**src/rtl/ysyx_22050518_wb_stage.sv**
```systemverilog
// rtl/ysyx_22050518_wb_stage.sv - writeback merge of pipeline and long-latency results with pending scoreboard
// Optional commit trace (p_pc / commit_valid / commit_pc) enabled by YSYX_22050518_WB_COMMIT_PC_EN.
module ysyx_22050518_wb_stage #(
    parameter int XLEN = 64,
    parameter int NREG = 32,
    localparam int AW  = $clog2(NREG)
) (
    input  logic            clk,
    input  logic            rst_n,
    input  logic            p_valid,
    output logic            p_ready,
    input  logic            p_wen,
    input  logic [AW-1:0]   p_rd_addr,
    input  logic [XLEN-1:0] p_data,
`ifdef YSYX_22050518_WB_COMMIT_PC_EN
    input  logic [XLEN-1:0] p_pc,
    output logic            commit_valid,
    output logic [XLEN-1:0] commit_pc,
`endif
    input  logic            l_valid,
    input  logic [AW-1:0]   l_rd_addr,
    input  logic [XLEN-1:0] l_data,
    input  logic            iss_valid,
    input  logic [AW-1:0]   iss_rd_addr,
    input  logic [AW-1:0]   rs1_addr,
    input  logic [AW-1:0]   rs2_addr,
    output logic            rs1_busy,
    output logic            rs2_busy,
    output logic            write_en,
    output logic [AW-1:0]   rd_addr,
    output logic [XLEN-1:0] rd,
    output logic [63:0]     instret
);

    logic            p_acc;
    logic [NREG-1:0] pending;
    logic [NREG-1:0] set_vec;
    logic [NREG-1:0] clr_vec;

    // Long-latency results cannot be back-pressured, so they always win the port.
    assign p_ready = !l_valid;
    assign p_acc   = p_valid & p_ready;

    always_comb begin
        set_vec = '0;
        clr_vec = '0;
        if (iss_valid && (iss_rd_addr != '0)) set_vec[iss_rd_addr] = 1'b1;
        if (l_valid) clr_vec[l_rd_addr] = 1'b1;
    end

    assign rs1_busy = pending[rs1_addr] & (rs1_addr != '0);
    assign rs2_busy = pending[rs2_addr] & (rs2_addr != '0);

    // Clear before set so a re-issue in the completing cycle keeps the bit pending.
    always_ff @(posedge clk or negedge rst_n) begin
        if (!rst_n) begin
            pending <= '0;
        end else begin
            pending <= (pending & ~clr_vec) | set_vec;
        end
    end

    always_ff @(posedge clk or negedge rst_n) begin
        if (!rst_n) begin
            write_en <= 1'b0;
            rd_addr  <= '0;
            rd       <= '0;
        end else if (l_valid) begin
            write_en <= (l_rd_addr != '0);
            rd_addr  <= l_rd_addr;
            rd       <= l_data;
        end else if (p_acc) begin
            write_en <= p_wen & (p_rd_addr != '0);
            rd_addr  <= p_rd_addr;
            rd       <= p_data;
        end else begin
            write_en <= 1'b0;
        end
    end

    always_ff @(posedge clk or negedge rst_n) begin
        if (!rst_n) begin
            instret <= '0;
        end else if (p_acc) begin
            instret <= instret + 64'd1;
        end
    end

`ifdef YSYX_22050518_WB_COMMIT_PC_EN
    always_ff @(posedge clk or negedge rst_n) begin
        if (!rst_n) begin
            commit_valid <= 1'b0;
            commit_pc    <= '0;
        end else begin
            commit_valid <= p_acc;
            if (p_acc) commit_pc <= p_pc;
        end
    end
`endif

endmodule

```
**config.mk**
```make
export PLATFORM = sky130hd
export DESIGN_NAME = ysyx_22050518_wb_stage
export DESIGN_NICKNAME = d
export VERILOG_FILES = /design/src/rtl/ysyx_22050518_wb_stage.sv
export SDC_FILE = /design/constraint.sdc
export NUM_CORES = 1
export LEC_CHECK = 0
export BUFFER_PORTS_ARGS = -buffer_cell sky130_fd_sc_hd__buf_4
export CAP_MARGIN = 30
export CORE_MARGIN = 4
export CORE_UTILIZATION = 30
export DETAILED_ROUTE_END_ITERATION = 16
export HOLD_SLACK_MARGIN = 0.03
export SLEW_MARGIN = 40
export SYNTH_ARGS = -nofsm -noshare
export SYNTH_HDL_FRONTEND = slang
export SYNTH_SLANG_ARGS = --single-unit
```
**constraint.sdc**
```tcl
create_clock -name clk -period 5.3 [get_ports clk]
set_input_delay 1.06 -clock clk [delete_from_list [all_inputs] [get_ports clk]]
set_output_delay 1.06 -clock clk [all_outputs]
set_load 0.005 [all_outputs]
```
==> impl_metrics.tcl <==
set metrics [dict create \
    synth_edf_count 0 \
    r2r-end "instret[51]" \
    ir_drop_mv 0.181 \
    port_buffers 295 \
    path_cells "buf_4, mux4_2, or3b_2, o311ai_0, o22ai_1, buf_4" \
    final_util_pct 42.5 \
    syn-cell-area_sq_mm 0.00796 \
    die_area_sq_mm 0.0292 \
    syn_avg_cell_area_sq_um 10.6 \
    slew_violations 0 \
    grt_pass1_vias 6698 \
    hold_buffers 0 \
    grt_max_degree 99 \
    cp_common_cell "buf_4" \
    slowest_delay_ns 0.52 \
    p_total_mw 3.24 \
    powerDensity_mw_per_mm2 293 \
    p_leak_nw 5.39 \
    clock_latency_ns 0.42 \
    outcome "complete, no violations" \
    final.fill_count 2562 \
    fin_crit_sh_pct 69.5 \
    path_clk_slew_ns 0.07 \
    cts-buffers-inserted 17 \
    drt_iter0_markers 441 \
    start_kind "input port" \
    drive_gt1_share_pct 34.4 \
    die_x_microns 171 \
    async_reset_ff_share_pct 100 \
    crit_type "input port to output pin" \
    cp_data_required_time_ns 4.24 \
    ios 296 \
    rsz0062_at_grt "false" \
    ff2ff_path_depth 5 \
    htree_levels 4 \
    cts_root_buf "clkbuf_16" \
    cts_tree "built" \
    reg2reg_from "instret[6]" \
    avgRoutedWirePerCell_microns 17.8 \
    drtPass1Iterations 7 \
    crit_path_max_fanout 9 \
    setup_viol 0 \
    nets 1192 \
    fin_cells 1380 \
    grt_usage_pct 16.4 \
    finalHoldViolCount 0 \
    clock-sinks 165 \
    final_cell_mix "buf_4, dfrtp_1, o21ai_0" \
    num_rows 59 \
    initial_core_util_pct 30.6 \
    yosys_warnings 0 \
    fmax_mhz 272 \
    ys_types 45 \
    drc 0 \
    dp.cells 1348 \
    max_slew_margin_pct 50.4 \
    post_cts_buffers 0 \
    netlist_instances 752 \
    die_h_microns 171 \
    cts.path.max_buffers 2 \
    wl_mm 24.6 \
    tightest_slew_ns 0.738 \
    rrSetupSlack_ns 3.00 \
    grt-ovfl-total 0 \
    grt_pass1_wl_mm 38.0 \
    synth_seq_cells 165 \
    fin_crit_ns 3.68 \
    ys.flop_type "dfrtp_1" \
    area_growth_pct 39.0 \
    synth.net_count 912 \
    final_common_cell "buf_4" \
    clock_skew_ns 0.0125 \
    worst-path-stages 6 \
    worstSetupEndpointType "output pin" \
    crit_end "rs1_busy" \
    startpoint "rs1_addr[0]" \
    postRouteAntennaNets 0 \
    place.gp.congestion 0.800 \
    drv_cap 0 \
    cp_top_family "multiplexers" \
    routed_via_density 4.95 \
    core_area_sq_mm 0.0261 \
    vias 6831 \
    cts.repair.resized 0 \
    n_antenna_cell 0 \
    min_path_type "register to register" \
    worst-path-buf-inv 2 \
    cp.arrival_ns 2.62 \
    hpwlAfterDp_mm 18.3 \
    ys_seq_area_share_pct 51.9 \
    antenna_found_initial 0 \
    setup_tns_ns 0 \
    cp_slowest_cell "mux4_2" \
]
## cell families after synthesis
group                      count (synthesis)  share of synthesized area (%)
muxes                                     91                           13.5
xor gates and xnor gates                  63                           6.93
AOI/OAI and AO/OA                        146                           9.46
and+or+nand+nor                          244                           16.1
adders and majority gates                  1                          0.157
DFF                                      165                           51.9
buffers and inverters                     42                           2.00
## metrics by stage
step                      worst slack, ns  hold slack [ns]  instance area (sq um)
after floorplan                      1.67            0.465                   7960
after global placement               1.62            0.462                  10500
after detailed placement             1.60            0.467                  10500
after CTS                            1.60            0.477                  11100
after global routing                 1.53            0.509                  11100
final                                1.62            0.474                  11100
## state kept, by name, indices dropped and copies added, names as in the netlist
signal    flops
instret      64
pending      31
rd           64
rd_addr       5
write_en      1
## synth_stat cells (2+ instances only)
library cell | number | share of area (%)
nor2b_1 | 2 | 0.16
nor4_1 | 3 | 0.24
nand3b_1 | 9 | 0.85
dfrtp_1 | 165 | 52
inv_1 | 5 | 0.24
xnor2_1 | 32 | 3.5
mux2i_1 | 75 | 9.4
mux4_2 | 13 | 3.7
nand2_1 | 103 | 4.9
buf_1 | 3 | 0.14
and4_1 | 6 | 0.66
xor2_1 | 31 | 3.4
nor2_1 | 25 | 1.2
or3b_2 | 4 | 0.44
and3_1 | 15 | 1.2
nand3_1 | 25 | 1.6
a21oi_1 | 5 | 0.31
clkbuf_1 | 33 | 1.6
nor3_1 | 13 | 0.82
or4_1 | 2 | 0.19
nand4_1 | 19 | 1.5
mux2_2 | 3 | 0.42
o211ai_1 | 2 | 0.19
o21ai_0 | 133 | 8.4
nor4_2 | 3 | 0.47
nand4_2 | 2 | 0.31
or3_1 | 3 | 0.24
## cell type report
class / count / area [sq um] / share of cell area (%)
flip-flops and latches: 165 / 4130 / 37.3
well taps: 335 / 419 / 3.79
clock inverters: 14 / 119 / 1.07
inverters: 5 / 18.8 / 0.170
multi-input cells: 545 / 3690 / 33.3
repair buffers: 298 / 2260 / 20.5
clock buffers: 18 / 429 / 3.88
## routing by layer
layer	wire [microns]	part of all wire, %	global-route usage (%)	vias to the layer above
li1	-	-	-	3252
met1	10300	42	22.1	3303
met2	11900	48	26.4	258
met3	2090	8.5	4.97	18
met4	256	1.0	3.69	0
met5	0	0	0	-
## worst min path at each step
stage                startpoint          end  slack, ns  depth (start not counted)
CTS                 instret[63]  instret[63]       0.48                          1
global route        instret[63]  instret[63]       0.51                          1
finish              instret[63]  instret[63]       0.47                          1
floorplan           instret[63]  instret[63]       0.46                          1
global placement    instret[63]  instret[63]       0.46                          1
detailed placement  instret[63]  instret[63]       0.47                          1
## report_power, final
group	leakage, nW	internal, mW	switching, mW
registers	2.09	1.39	0.120
clock network	0.258	0.615	0.574
logic	3.04	0.309	0.235
total	5.39	2.31	0.930
(Power assumes the default switching activity.)
